`src/rtl/mem_wb_stage.sv`:
```
// rtl/mem_wb_stage.sv - MEM->WB pipeline boundary with dmem handshake, load alignment and timeout
//
// Purpose:
//   Holds the pipeline while a data-memory access is outstanding. Aligns and extends
//   load data. Registers the writeback bundle for WB.
//   Non-memory instructions pass straight through in one cycle.
//
// Ports:
//   clk, rst                  clock (rising edge), synchronous active-high reset
//   valid_m, instr_m, pc_m    live instruction in MEM, its encoding and PC
//   alu_result_m              ALU result, also the load/store address
//   memread_m, memwrite_m     instruction is a load / a store
//   regwrite_m, rd_addr_m     instruction writes rd, destination register
//   dmem_resp, dmem_rdata     access completes this cycle, word-aligned read data
//   stall_m                   combinational freeze of IF..MEM
//   valid_w .. rd_v_w         registered writeback bundle
//   mem_timeout               sticky flag: access waited TIMEOUT_CYCLES cycles

module mem_wb_stage #(
  parameter int TIMEOUT_CYCLES = 256
) (
  input  logic        clk,
  input  logic        rst,
  input  logic        valid_m,
  input  logic [31:0] instr_m,
  input  logic [31:0] pc_m,
  input  logic [31:0] alu_result_m,
  input  logic        memread_m,
  input  logic        memwrite_m,
  input  logic        regwrite_m,
  input  logic [4:0]  rd_addr_m,
  input  logic        dmem_resp,
  input  logic [31:0] dmem_rdata,
  output logic        stall_m,
  output logic        valid_w,
  output logic [31:0] instr_w,
  output logic [31:0] pc_w,
  output logic        regwrite_w,
  output logic [4:0]  rd_addr_w,
  output logic [31:0] rd_v_w,
  output logic        mem_timeout
);

  // The counter must be wide enough to reach TIMEOUT_CYCLES; keep at least one bit
  // so a disabled timeout still elaborates cleanly.
  localparam int CW = (TIMEOUT_CYCLES <= 1) ? 1 : $clog2(TIMEOUT_CYCLES + 1);
  localparam logic [CW-1:0] TIMEOUT_VAL = CW'(TIMEOUT_CYCLES);

  localparam logic [6:0] OP_JAL  = 7'b1101111;
  localparam logic [6:0] OP_JALR = 7'b1100111;

  localparam logic [2:0] F3_LB  = 3'b000;
  localparam logic [2:0] F3_LH  = 3'b001;
  localparam logic [2:0] F3_LBU = 3'b100;
  localparam logic [2:0] F3_LHU = 3'b101;

  typedef enum logic {
    S_IDLE = 1'b0,
    S_WAIT = 1'b1
  } state_t;

  state_t          state;
  logic [CW-1:0]   wait_cnt;

  logic            mem_op;
  logic [6:0]      opcode;
  logic [2:0]      funct3;
  logic [1:0]      off;
  logic [7:0]      byte_sel;
  logic [15:0]     half_sel;
  logic [31:0]     load_data;
  logic [31:0]     wb_value;
  logic            wb_regwrite;

  assign opcode = instr_m[6:0];
  assign funct3 = instr_m[14:12];
  assign off    = alu_result_m[1:0];

  // A spurious dmem_resp without a memory op has no path into stall_m or the FSM.
  assign mem_op  = valid_m & (memread_m | memwrite_m);
  assign stall_m = mem_op & ~dmem_resp;

  // Lane selection from the word-aligned read data. Half accesses ignore off[0].
  always_comb begin
    byte_sel = dmem_rdata[7:0];
    case (off)
      2'd0: byte_sel = dmem_rdata[7:0];
      2'd1: byte_sel = dmem_rdata[15:8];
      2'd2: byte_sel = dmem_rdata[23:16];
      2'd3: byte_sel = dmem_rdata[31:24];
      default: byte_sel = dmem_rdata[7:0];
    endcase
    half_sel = off[1] ? dmem_rdata[31:16] : dmem_rdata[15:0];
  end

  always_comb begin
    load_data = dmem_rdata;
    case (funct3)
      F3_LB:   load_data = {{24{byte_sel[7]}}, byte_sel};
      F3_LBU:  load_data = {24'd0, byte_sel};
      F3_LH:   load_data = {{16{half_sel[15]}}, half_sel};
      F3_LHU:  load_data = {16'd0, half_sel};
      default: load_data = dmem_rdata;
    endcase
  end

  // Writeback value select. Stores carry the address through, but never write rd.
  always_comb begin
    wb_value = alu_result_m;
    if (memread_m) begin
      wb_value = load_data;
    end else if (opcode == OP_JAL || opcode == OP_JALR) begin
      wb_value = pc_m + 32'd4;
    end
    wb_regwrite = valid_m & regwrite_m & ~memwrite_m;
  end

  always_ff @(posedge clk) begin
    if (rst) begin
      state       <= S_IDLE;
      wait_cnt    <= '0;
      valid_w     <= 1'b0;
      instr_w     <= 32'd0;
      pc_w        <= 32'd0;
      regwrite_w  <= 1'b0;
      rd_addr_w   <= 5'd0;
      rd_v_w      <= 32'd0;
      mem_timeout <= 1'b0;
    end else begin
      case (state)
        S_IDLE: begin
          if (stall_m) begin
            state    <= S_WAIT;
            wait_cnt <= CW'(1);
          end
        end
        S_WAIT: begin
          if (mem_op && dmem_resp) begin
            state    <= S_IDLE;
            wait_cnt <= '0;
          end else if (wait_cnt != {CW{1'b1}}) begin
            wait_cnt <= wait_cnt + CW'(1);
          end
          // The flag is informational only; the access keeps waiting.
          if ((TIMEOUT_CYCLES != 0) && (wait_cnt == TIMEOUT_VAL)) begin
            mem_timeout <= 1'b1;
          end
        end
        default: begin
          state    <= S_IDLE;
          wait_cnt <= '0;
        end
      endcase

      if (stall_m) begin
        // Bubble: invalidate WB and hold the rest of the bundle.
        valid_w    <= 1'b0;
        regwrite_w <= 1'b0;
      end else begin
        valid_w    <= valid_m;
        instr_w    <= instr_m;
        pc_w       <= pc_m;
        regwrite_w <= wb_regwrite;
        rd_addr_w  <= rd_addr_m;
        rd_v_w     <= wb_value;
      end
    end
  end

endmodule

```
`config.mk`:
```
export PLATFORM = sky130hd
export DESIGN_NAME = mem_wb_stage
export DESIGN_NICKNAME = d
export VERILOG_FILES = /design/src/rtl/mem_wb_stage.sv
export SDC_FILE = /design/constraint.sdc
export NUM_CORES = 1
export LEC_CHECK = 0
export BUFFER_PORTS_ARGS = -buffer_cell sky130_fd_sc_hd__buf_4
export CORE_MARGIN = 3
export CORE_UTILIZATION = 31
export DETAILED_ROUTE_END_ITERATION = 6
export GPL_ROUTABILITY_DRIVEN = 1
export GPL_TIMING_DRIVEN = 0
export PLACE_DENSITY = 0.54
export SYNTH_ARGS = -nofsm -noshare
export SYNTH_HDL_FRONTEND = slang
export SYNTH_SLANG_ARGS = --single-unit
```
`constraint.sdc`:
```
create_clock -name clk -period 2.7 [get_ports clk]
set_clock_uncertainty 0.2 [all_clocks]
set_input_delay 0 -clock clk [delete_from_list [all_inputs] [get_ports clk]]
set_output_delay 0 -clock clk [all_outputs]
set_load 0.01 [all_outputs]
```
## Word level (Yosys, flattened, before mapping)

Cells that the tools add are included.

- Flip-flop bits (word level): 114
- Latch bits: 0
- RAM bits: 0
- Memory bits (read-only): 0
- Input bits: 140
- Output and inout port bits: 105
- Logic and storage cells: 50
- Memories: 0

- Add/sub/neg operators: 2
- $mul: 0
- Divide/modulo/power cells: 0
- Magnitude comparators: 0
- Equal/unequal tests: 12
- Shift-type cells: 0
- Mux-type cells: 12
- Bitwise logic cells: 8
- Reductions and logical operators: 7

Operators with widths:

| operator | count |
|---|---|
| $pmux W32 S4 | 1 |
| $mux W32 | 2 |
| $add A32 B3 Y32 const B | 1 |
| $pmux W8 S4 | 1 |
| $mux W9 | 3 |
| $pmux W9 S2 | 1 |
| $mux W16 | 1 |
| $eq A7 B7 Y1 const B | 2 |
| $add A9 B1 Y9 const B | 1 |
| $eq A9 B9 Y1 const B | 1 |
| $ne A9 B9 Y1 const B | 1 |
| $eq A3 B3 Y1 const B | 2 |
| $and A1 B1 Y1 | 4 |
| $eq A2 B2 Y1 const B | 2 |
| $reduce_and A2 Y1 | 2 |
| $eq A3 B1 Y1 const B | 1 |
| $logic_not A3 Y1 | 1 |
| $ne A3 B1 Y1 const B | 1 |
| $not A1 Y1 | 3 |
| $eq A2 B1 Y1 const B | 1 |
| $logic_not A2 Y1 | 1 |
| $mux W1 | 2 |
| $ne A2 B2 Y1 const B | 1 |
| $pmux W1 S2 | 1 |
| other kinds (4) | 4 |

## Longest topological paths before layout

- Word-level depth: 5
- Depth in mapped cells: 11
- Mapped depth without buffers: 10

## Worst setup path before layout

Ideal clock, no wire load.

- Path type: reg-to-reg
- Start point: register wait_cnt[0]
- End point: register wait_cnt[3]
- Library setup time: 0.071 ns
- Arrival: 2.215 ns
- Data required time: 2.429 ns
- Slack: 0.214 ns
- Stages on the path, launching flop included: 12
- Path buffers: 1
- Period minus slack after synthesis: 2.486 ns
- Path through: dfxtp_1 ha_1 and3_1 and3_1 and3_1 ha_1 inv_1 o21ai_0 and2_1 buf_2 or3_1 a21oi_1

- Cells in the longest elaborated chain, start to end: 4
- Elaborated cells on any way between the ends: 7
- Those cells by class: add/sub: 1; eq/ne: 2; mux: 3; reduce/logical: 1

RTL lines:

| element | RTL line | source |
|---|---|---|
| start: declaration | 63 | `logic [CW-1:0] wait_cnt;` |
| start signal: assignment | 142 | `wait_cnt <= wait_cnt + CW'(1);` |
| $add A9 B1 Y9 | 142 |  |
| $mux W9 | 141 | `end else if (wait_cnt != {CW{1'b1}}) begin` |
| $mux W9 | 138 | `if (mem_op && dmem_resp) begin` |
| $pmux W9 S2 | 130 | `case (state)` |

Parallel ways exist; a longest one is shown, timed or not. The select of a mux whose other input is x is not followed.
A chain may end at the register's enable or synchronous reset.

## Worst setup path in the final report

- Start point: input instr_m[4]
- End point: register rd_v_w[20]

- Cells in the longest elaborated chain, start to end: 4
- Elaborated cells on any way between the ends: 5
- Those cells by class: eq/ne: 2; mux: 2; reduce/logical: 1

RTL lines:

| element | RTL line | source |
|---|---|---|
| start: declaration | 25 | `input logic [31:0] instr_m,` |
| $eq A7 B7 Y1 | 112 | `end else if (opcode == OP_JAL \|\| opcode == OP_JALR) begin` |
| $logic_or A1 B1 Y1 * | 112 |  |
| $mux W32 * | 112 |  |
| $mux W32 * | 110 | `if (memread_m) begin` |
| end signal: assignment | 165 | `rd_v_w <= wb_value;` |
| end: declaration | 40 | `output logic [31:0] rd_v_w,` |

Every way passes the cells marked *; elsewhere a longest branch is shown, timed or not.

==> run_results.csv <==
group,metric,value,unit
run_status,status,"complete, but fails checks",
run_status,violations,"hold timing",
floorplanning,core,18390,um^2
finish,synthToLayoutAreaGrowth,70.23,%
synth,netlist_area,5934,um^2
global_routing,grt_max_degree,17,
cts,clk_latency,0.42,ns
critical_path,timing.setup.critical_path_class,"in2reg",
timing,finalCriticalPeriod,2.624,ns
synth,synth.top_cell.area_share,38.46,%
floorplanning,die_area,20840,um^2
finish,antennaDiodeCount,0,
global_routing,grt-busiest-layer,"met2",
synth,yosysMostFrequentCell,"nand2_1",
timing,fin_tns_setup,0,ns
critical_path,end_kind,"flop",
synth,synth_cell_types,64,
synth,netlist_instances,772,
synth,synthArstFlopShare,0,%
place,dp_hpwl,19650,um
place,gp_congestion,0.9027,
global_routing,grt-ovfl-total,0,
cts,cts_max_level,4,
floorplanning,die_x,144.4,um
place,io_buffers,240,
floorplanning,row_count,49,
pwr,leakagePower,4.400,nW
finish,drive_gt1_share,27.37,%
global_routing,grt_pass1_vias,7220,
run,drv_cap,0,
finish,fin_area,10100,um^2
floorplanning,die_h,144.4,um
critical_path,r2r_cells,11,
global_routing,grt_use_total,24.75,%
critical_path,required,2.81,ns
timing,hold_viol_final,1,
timing,finalSetupViolations,0,
finish,nNetsFinal,1322,
cts,clock_path_buffers,2,
min_path,hold_path.class,"in2reg",
critical_path,r2r_slack,0.15,ns
timing,max_freq,381.0,MHz
timing,hold_slack,-0.008030,ns
critical_path,arrival,2.73,ns
timing,rsz0062_at_grt,"false",
synth,synth_edf_count,0,
place,place_ws,-0.03144,ns
synth,syn_avg_cell_area,7.687,um^2
timing,drv_slew,0,
synth,ys_ff_latch,114,
route,drc,0,
route,routed_wl,26640,um
global_routing,grt_first_pass_wirelength,39850,um
synth,synth_top_area_cell,"dfxtp_1",
pwr,irDropWorstVdd,0.0004542,V
pwr,powerDensity,509.3,nW/um^2
floorplanning,start_util,32.27,%
synth,synthTopCellsByCount,"192 x nand2_1, 114 x dfxtp_1, 88 x a21oi_1",
floorplanning,ios,245,
timing,max_slew.worst_pin.slew,0.7263,ns
critical_path,r2r_end,"wait_cnt[5]",
cts,cts_root_buf,"clkbuf_16",
critical_path,cp_max_fo,10,
cts,cts_tree,"yes",
route,vias_per_cell,5.261,
route,num_vias,7470,
synth,synth.net_count,916,
global_routing,antenna_found_initial,0,
critical_path,crit_end,"rd_v_w[20]",
critical_path,reg2reg_from,"wait_cnt[0]",
critical_path,start_kind,"input port",
place,dpl_cell_area,8023,um^2
route,first_pass_iters,5,
global_routing,met2_usage,39.72,%
timing,max_slew_margin,51.58,%
global_routing,use_met1,32.82,%
synth,yosys-top-cells-area,"dfxtp_1 38%, nand2_1 12%, a21oi_1 7.4%, a211oi_1 2.9%, clkbuf_1 2.2%",
critical_path,setup.worst_path.start,"instr_m[4]",
cts,cts_made_buffers,17,
cts,cts.sinks,114,
synth,yosysSeqAreaShare,38.46,%
timing,timing.final.ws_setup,0.07561,ns
synth,ys_warn_count,0,
route,drtIter0Drc,534,
cts,cts_setup_buffers,0,
pwr,total_power,0.005145,W
route,wire_per_inst,18.76,um
timing,post-route-period-util,97.20,%
global_routing,gr-usage-met3,5.489,%
synth,synth_ff_type,"dfxtp_1",
route,ant_nets,0,
cts,clkTransAtPathRegs,0.06,ns
-- cells in the final DEF (no fill, tap or decap), types with 10 or more instances in the layout --
cell / n
a21oi_1: 87
nor3_1: 10
xor2_1: 11
nor2_1: 30
buf_4: 244
dfxtp_1: 114
and3_1: 11
xnor2_1: 12
a211oi_1: 23
clkbuf_16: 17
nand3_1: 25
dlygate4sd3_1: 147
nand2_1: 192
buf_2: 18
clkbuf_1: 32
o21ai_0: 21
nand4_1: 13
-- flip-flops by register name, indices dropped and copies added, names as in the netlist, named ones only --
name / cells
pc_w: 32
mem_timeout: 1
regwrite_w: 1
rd_v_w: 32
valid_w: 1
instr_w: 32
rd_addr_w: 5
wait_cnt: 9
-- final cells by class --
| class | instances | area, um^2 |
|---|---|---|
| fillers | 1835 | 8290 |
| multi-input cells | 588 | 3390 |
| repair buffers | 387 | 3273 |
| flip-flops and latches | 114 | 2282 |
| clock buffers | 17 | 425.4 |
| well taps | 229 | 286.5 |
| plain buffers | 61 | 277.8 |
| clock inverters | 15 | 133.9 |
| inverters | 9 | 33.78 |
-- kinds of logic after synthesis --
| family | synth area share, % |
|---|---|
| AOI/OAI and AO/OA | 24.37 |
| DFF | 38.46 |
| buffers and inverters | 5.187 |
| xor gates and xnor gates | 3.394 |
| and+or+nand+nor | 25.43 |
| muxes | 2.319 |
| adders and majority gates | 0.8434 |
-- how the worst min path moves through the flow --
stage,from,slack [ns],depth (start not counted),to
after floorplan,instr_m[0],-0.06,2,instr_w[0]
after global placement,regwrite_m,0.04,2,regwrite_w
after detailed placement,regwrite_m,0.04,2,regwrite_w
after CTS,memread_m,0.007,4,rd_v_w[19]
after global routing,memread_m,0.08,4,rd_v_w[19]
final,alu_result_m[18],-0.008,4,rd_v_w[18]
-- routing by layer --
metal / vias to the layer above / routed length, um
li1: 3599 / -
met1: 3512 / 11520
met2: 310 / 12440
met3: 49 / 1954
met4: 0 / 728
met5: - / 0
-- worst max-delay path, cell delays in order --
cell and delay (ns):
dlygate4sd3_1 0.53, buf_4 0.14, and4b_1 0.30, nand2_1 0.33, clkbuf_2 0.32, a211oi_1 0.39, o31ai_1 0.14, dlygate4sd3_1 0.56
-- per-stage QoR --
stage                     std cells  util [%]
after detailed placement       1241     43.62
final                          1420     54.93
after global placement         1241     43.62
after floorplan                 772         -
after CTS                      1420     54.66
after global routing           1420     54.93
-- report_power, final --
group          internal (W)  leakage, nW  switching [W]
combinational      0.000583         3.19       0.000541
clock               0.00127        0.270       0.000892
sequential          0.00180        0.945      0.0000618
total               0.00365         4.40        0.00150
-- repair_timing --
action,in CTS,in global routing
resized for setup,1,19
hold endpoints to repair,109,0
endpoints found under the setup margin,2,13
pin swaps,0,1
cloned,0,0
hold buffers,147,0
Note: power is estimated with default switching activity, not from simulation.
